===== config.mk =====
export PLATFORM = sky130hd
export DESIGN_NAME = instruction_fetch
export DESIGN_NICKNAME = d
export VERILOG_FILES = /design/src/rtl/instruction_fetch.sv
export SDC_FILE = /design/constraint.sdc
export NUM_CORES = 1
export LEC_CHECK = 0
export CAP_MARGIN = 5
export CORE_MARGIN = 10
export CORE_UTILIZATION = 31
export CTS_CLUSTER_DIAMETER = 80
export DETAILED_ROUTE_END_ITERATION = 8
export HOLD_SLACK_MARGIN = 0.03
export PLACE_DENSITY_LB_ADDON = 0.25
export SYNTH_ARGS = -nofsm -noshare
export SYNTH_HDL_FRONTEND = slang
export SYNTH_SLANG_ARGS = --single-unit

===== constraint.sdc =====
create_clock -name clk -period 6.1 [get_ports clk]
set_input_delay 1.22 -clock clk [delete_from_list [all_inputs] [get_ports clk]]
set_output_delay 1.22 -clock clk [all_outputs]
set_load 0.01 [all_outputs]

===== src/rtl/instruction_fetch.sv =====
// Instruction fetch unit: sequential PC generation, one-cycle-latency memory
// requests and a two-entry {pc, instruction} buffer feeding decode.
module instruction_fetch #(
  parameter logic [31:0] RESET_PC = 32'h0000_0000,
  parameter int unsigned PC_STEP  = 4,
  parameter int unsigned DEPTH    = 2
) (
  input  logic        clk,
  input  logic        rst,
  output logic        imem_read_enable,
  output logic [31:0] imem_address,
  input  logic [31:0] imem_instruction,
  input  logic        redirect_valid,
  input  logic [31:0] redirect_pc,
  output logic        fetch_valid,
  input  logic        fetch_ready,
  output logic [31:0] fetch_instruction,
  output logic [31:0] fetch_pc
);

  localparam logic [2:0]  DEPTH_L = 3'(DEPTH);
  localparam logic [31:0] STEP_L  = 32'(PC_STEP);

  logic [31:0] pc_q, pc_d;
  logic [31:0] tag_q, tag_d;
  logic        inflight_q, inflight_d;
  logic [1:0]  count_q, count_d;
  logic        rd_ptr_q, rd_ptr_d;
  logic        wr_ptr_q, wr_ptr_d;
  logic [31:0] buf_pc_q    [DEPTH];
  logic [31:0] buf_instr_q [DEPTH];

  logic        flush;
  logic        pop;
  logic        push;
  logic        issue;
  logic [2:0]  level;

  // Handshake: decode pops the head in any cycle where fetch_valid and
  // fetch_ready are both high; fetch_valid never depends on fetch_ready.
  assign flush       = rst | redirect_valid;
  assign fetch_valid = !flush && (count_q != 2'd0);
  assign pop         = fetch_valid && fetch_ready;
  assign push        = inflight_q && !flush;

  // Occupancy after this cycle counts the in-flight response, so a granted
  // request always finds a free slot when its data arrives.
  assign level = {1'b0, count_q} + {2'b00, inflight_q} - {2'b00, pop};
  assign issue = !flush && (level < DEPTH_L);

  assign imem_read_enable  = issue;
  assign imem_address      = pc_q;
  assign fetch_pc          = buf_pc_q[rd_ptr_q];
  assign fetch_instruction = buf_instr_q[rd_ptr_q];

  always_comb begin
    pc_d       = pc_q;
    tag_d      = tag_q;
    inflight_d = issue;
    count_d    = count_q;
    rd_ptr_d   = rd_ptr_q;
    wr_ptr_d   = wr_ptr_q;
    if (rst) begin
      pc_d     = RESET_PC;
      count_d  = 2'd0;
      rd_ptr_d = 1'b0;
      wr_ptr_d = 1'b0;
    end else if (redirect_valid) begin
      pc_d     = redirect_pc;
      count_d  = 2'd0;
      rd_ptr_d = 1'b0;
      wr_ptr_d = 1'b0;
    end else begin
      if (issue) begin
        pc_d  = pc_q + STEP_L;
        tag_d = pc_q;
      end
      count_d  = count_q + {1'b0, push} - {1'b0, pop};
      rd_ptr_d = rd_ptr_q ^ pop;
      wr_ptr_d = wr_ptr_q ^ push;
    end
  end

  always_ff @(posedge clk) begin
    if (rst) begin
      pc_q       <= RESET_PC;
      tag_q      <= RESET_PC;
      inflight_q <= 1'b0;
      count_q    <= 2'd0;
      rd_ptr_q   <= 1'b0;
      wr_ptr_q   <= 1'b0;
    end else begin
      pc_q       <= pc_d;
      tag_q      <= tag_d;
      inflight_q <= inflight_d;
      count_q    <= count_d;
      rd_ptr_q   <= rd_ptr_d;
      wr_ptr_q   <= wr_ptr_d;
    end
  end

  // Buffer payload needs no reset; count_q alone decides what is valid.
  always_ff @(posedge clk) begin
    if (push) begin
      buf_pc_q[wr_ptr_q]    <= tag_q;
      buf_instr_q[wr_ptr_q] <= imem_instruction;
    end
  end

endmodule

Word level (Yosys, flattened, before mapping)
Memories as Yosys holds them, arrays and structs flattened. A register that Yosys moved wholly into a read port is not among the register bits. Cells that the tools add are included.

Register bits after elaboration: 69. Memory bits (writable): 128. Word-level logic and storage cells: 33. Memories kept: 2.

Memory list: buf_instr_q (depth 2, bits a word 32, rd ports 1, clocked after Yosys merged registers in 1, write ports 1, line 31) `logic [31:0] buf_instr_q [DEPTH];`; buf_pc_q (depth 2, bits a word 32, rd ports 1, clocked after Yosys merged registers in 1, write ports 1, line 30) `logic [31:0] buf_pc_q [DEPTH];`.

Add/subtract/negate cells: 5. Magnitude comparators: 1. Multiplexer cells: 6. Bitwise logic cells: 4. Reductions and logical operators: 9.

Operator list (number): 32-bit two-way mux (2); 32-bit by 3-bit adder with 32-bit output, second input constant (1); 1-bit logical AND (4); 1-bit two-way mux (4); 2-bit nonzero test (2); 2-bit by 1-bit adder with 3-bit output (1); 3-bit by 2-bit less-than comparator with 1-bit output, second input constant (1); 3-bit by 1-bit subtractor with 3-bit output (1); 2-bit by 1-bit adder with 2-bit output (1); 2-bit AND reduction (1); 2-bit OR reduction (1); 2-bit by 1-bit subtractor with 2-bit output (1); 1-bit XOR (2); 1-bit logical NOT (1); 1-bit inverter (1); 1-bit OR (1).

Longest topological paths before layout
Word-level depth: 9. Gate-level depth with buffers: 15.

Worst setup path after synthesis
Ideal clock, no wire load.

Path kind: input -> output. Start point: input port redirect_valid. End point: output port imem_read_enable. Arrival: 3946 ps. Required time: 4880 ps. Slack: 934 ps. Cell stages on the path: 13. Path buffers: 4. Cell sequence: clkbuf_1 > or2_2 > clkbuf_1 > nor2_1 > and2_1 > ha_1 > nand2b_1 > fa_1 > xnor2_2 > nand3_1 > inv_2 > buf_2 > buf_2.

Word-level cells in the longest chain between the ends: 7.

RTL lines: start: declaration (line 13) `input logic redirect_valid,`; 1-bit OR (line 41) `assign flush = rst | redirect_valid;`; 1-bit logical NOT (line 42) `assign fetch_valid = !flush && (count_q != 2'd0);`; 1-bit logical AND (line 42); via fetch_valid (line 15) `output logic fetch_valid,`; 1-bit logical AND (line 43) `assign pop = fetch_valid && fetch_ready;`; 3-bit by 1-bit subtractor with 3-bit output (line 48) `assign level = {1'b0, count_q} + {2'b00, inflight_q} - {2'b00, pop};`; 3-bit by 2-bit less-than comparator with 1-bit output (line 49) `assign issue = !flush && (level < DEPTH_L);`; 1-bit logical AND (line 49); end: declaration (line 10) `output logic imem_read_enable,`.

The timed path passes the listed nets, and every way through them passes these cells.

Worst setup path after layout
Start point: input port redirect_valid. End point: output port imem_read_enable.

Word-level cells in the longest chain between the ends: 7.

RTL lines (line): 1-bit OR (*) (41); 1-bit logical NOT (*) (42, 49); 1-bit logical AND (42); 1-bit logical AND (43); 3-bit by 1-bit subtractor with 3-bit output (48); 3-bit by 2-bit less-than comparator with 1-bit output (49); 1-bit logical AND (*) (49).

Every way passes the cells marked *; elsewhere a longest branch is shown, timed or not.

==> results.rst <==
.. list-table::
   :header-rows: 1

   * - Metric
     - Value
   * - Outcome
     - finished clean
   * - Synth Area per Inst
     - 13.2 um^2
   * - Crit path time final
     - 5520 ps
   * - Cell Rows
     - 58
   * - Setup Crit Path Kind
     - in2out
   * - Number of synthesized flops with an enable pin
     - 128
   * - Drc violations
     - 0
   * - Effective utilization at floorplan
     - 0.313
   * - Unique cell type count in the Yosys netlist
     - 54
   * - Worst Path Required
     - 4880 ps
   * - Startpoint types
     - input port
   * - Initial DRT Pass Iterations
     - 4
   * - Maximum number of buffers from clock root to sink
     - 2
   * - Worst EP arrival
     - 4300 ps
   * - Clock tree sinks
     - 197
   * - Unrepaired setup endpoints after global routing
     - no
   * - Sequential area share after synthesis
     - 0.668
   * - Share of synthesized flip-flops with an asynchronous set or reset
     - 0
   * - ANT cells
     - 0
   * - Final slew viol count
     - 0
   * - Antenna violations before repair
     - 0
   * - Placed cell areas
     - 9820 um^2
   * - Die Wd
     - 179 um
   * - Clk root buf
     - clkbuf_16
   * - FF+latch count, synth
     - 197
   * - Post-layout nets
     - 825
   * - Layout cell share with drive strength beyond 1
     - 0.164
   * - Worst Path Max Fanout
     - 7
   * - Highest Clock Rate
     - 0.181 GHz
   * - Setup Buffers After CTS
     - 0
   * - Pre-CTS setup slack
     - 584 ps
   * - Overall power
     - 2.81 mW
   * - Half-perimeter wire length after detailed placement
     - 13,200 um
   * - Worst-path clk slew
     - 70 ps
   * - Final number of setup-violating endpoints
     - 0
   * - Total CTS buffers
     - 17
   * - Filler-free cell count of the finished design
     - 1,093
   * - GRT Total Usage
     - 0.125
   * - Maximum number of pins on one net before global-route repair
     - 66
   * - Total detailed-routing wirelength
     - 20,300 um
   * - Violation count after the first detailed-routing iteration
     - 322
   * - Kind of capture point of the worst setup path
     - primary output
   * - Maximum VDD drop
     - 0.134 mV
   * - Number of hold buffers added after cts
     - 0
   * - Global placement routability congestion
     - 0.756
   * - Tightest Pin Transition
     - 1020 ps
   * - Post-route ant nets
     - 0
   * - Via count of the first global-routing pass
     - 5,183
   * - Worst hold path class
     - reg2reg
   * - Die Y
     - 179 um
   * - Resized cells post-CTS
     - 0
   * - Leakage Power
     - 3.46 nW
   * - Via Count
     - 5,173
   * - First-pass GRT wire length
     - 30,500 um
   * - Area grow syn2layout
     - 33.2%
   * - Most used DFF post-synth
     - edfxtp_1
   * - Placed Cells incl. Taps
     - 1,061
   * - Later-pin clock latency in the skew report
     - 430 ps
   * - Die Area
     - 32,000 um^2
   * - Number of cells produced by synthesis
     - 594
   * - # port buffers
     - 165
   * - Part of the cycle the worst path needs
     - 0.904
   * - CTS tree
     - yes
   * - Post-Syn Nets
     - 669
   * - Setup TNS
     - 0 ps
   * - Ranking of synthesized cells by area
     - edfxtp_1 (49%), dfxtp_1 (18%), mux2_2 (9.5%), nand2_1 (4.0%), a21oi_1 (3.1%)
   * - Power density normalized to cell area
     - 269 nW/um^2
   * - Total overflow reported by the global router
     - 0
   * - Worst setup slack for register-to-register paths
     - 2640 ps
   * - IO Count
     - 166
   * - Post-synthesis cell type with the largest combined area
     - edfxtp_1
   * - Average via count per standard cell
     - 4.73
   * - Average routed wire per standard cell
     - 18.6 um
   * - Hold violation count in the final report
     - 0
   * - Non-Filler Cell Area, Final
     - 10,400 um^2
   * - H-tree depth
     - 4
   * - Standard cell core area
     - 25,000 um^2
   * - Yosys top cell area share
     - 0.491
   * - Synthesis warning total
     - 0
   * - # Max-Cap Violations
     - 0
   * - Syn Std Cell Area
     - 7830 um^2
   * - Post-Route Skew
     - 13.5 ps
   * - Worst setup margin
     - 584 ps
   * - Rel. slew slack
     - 0.320
==> path summary, 6_finish.rpt <==
| check | cells past startpoint | to | startpoint |
|---|---|---|---|
| worst max-delay path | 11 | imem_read_enable | redirect_valid |
| worst min-delay path | 0 | buf_pc_q[0][2] | tag_q[2] |
| worst max register to register | 13 | imem_address[13] | count_q[1] |
| worst min register to register | 0 | buf_pc_q[0][2] | tag_q[2] |
==> logic make-up after synthesis <==
logic type      count (synthesis)  share of synthesized area
flops                         197                      0.668
xor+xnor                       16                     0.0189
compound gates                 91                     0.0699
fa+ha+maj                       7                     0.0122
mux                            69                     0.0988
buf+inv                        44                     0.0232
simple gates                  170                      0.109
==> worst max-delay path, cell delays in order <==
cell	delay, ps
clkdlybuf4s50_1	410
or2_2	380
nor2_1	180
and2_1	210
ha_1	240
nand2b_1	160
fa_1	410
xnor2_2	300
nand3_2	130
inv_2	90
clkdlybuf4s50_1	570
==> state kept, by name (all words and copies together) (netlist names) <==
register,cells
buf_instr_q,64
imem_address,32
rd_ptr_q,1
tag_q,32
wr_ptr_q,1
count_q,2
buf_pc_q,64
inflight_q,1
==> per-stage QoR <==
step	hold slack, ps	util
floorplan	425	-
global placement	432	0.392
detailed placement	435	0.392
CTS	455	0.416
global route	468	0.416
finish	449	0.416
==> cells in the mapped netlist (3+ instances only) <==
master      n
edfxtp_1  128
nand3_1    13
clkbuf_1   24
xor2_1      5
buf_2       7
a21oi_1    49
inv_1       9
nor2_1     23
nand4_1     8
mux2_2     66
dfxtp_1    69
mux2i_1     3
o22ai_1     5
ha_1        6
nor3_1      5
or3_1       4
o21ai_1     4
a211oi_1    3
o21ai_0     4
nor4_1      4
nor4_2      3
nand2_1    84
a31oi_1     5
and2_1      7
o311ai_0    5
a32oi_1     3
xnor2_1    10
==> layout make-up <==
| class | instances | area (um^2) |
|---|---|---|
| fill | 2400 | 14600 |
| sequential | 197 | 5230 |
| multi-input combinational | 353 | 2450 |
| timing repair buffer | 171 | 1690 |
| clock buffer | 20 | 479 |
| tap | 330 | 413 |
| clock inverter | 12 | 124 |
| inverter | 10 | 37.5 |
==> power breakdown <==
part | switching, mW | total [mW] | internal (mW)
clock network | 0.521 | 1.15 | 0.626
logic | 0.0845 | 0.184 | 0.0992
registers | 0.0327 | 1.47 | 1.44
==> cells in the final DEF, fill, tap and decap left out, drive strengths merged, types with 3 or more instances in the layout <==
cell type | netlist | routed
a21oi | 49 | 49
nor2 | 24 | 24
and3 | 3 | 3
inv | 10 | 18
buf | 10 | 7
or3 | 4 | 4
o311ai | 5 | 5
ha | 6 | 6
xnor2 | 11 | 11
nor3 | 6 | 6
a32oi | 3 | 3
nand4 | 10 | 10
mux2 | 66 | 66
nand2 | 85 | 85
xor2 | 5 | 5
nor4 | 9 | 9
o21ai | 8 | 8
a211oi | 3 | 3
edfxtp | 128 | 128
nand3 | 15 | 15
o22ai | 5 | 5
a31oi | 5 | 5
clkbuf | 24 | 20
dfxtp | 69 | 69
clkdlybuf4s50 | 0 | 164
and2 | 7 | 7
mux2i | 3 | 3
==> layer usage <==
layer | up-vias | track usage | wire, um
li1 | 2506 | - | -
met1 | 2504 | 0.159 | 8970
met2 | 150 | 0.205 | 9730
met3 | 13 | 0.0371 | 1420
met4 | 0 | 0.0303 | 163
met5 | - | 0 | 0
Note: power is estimated with default switching activity, not from simulation.
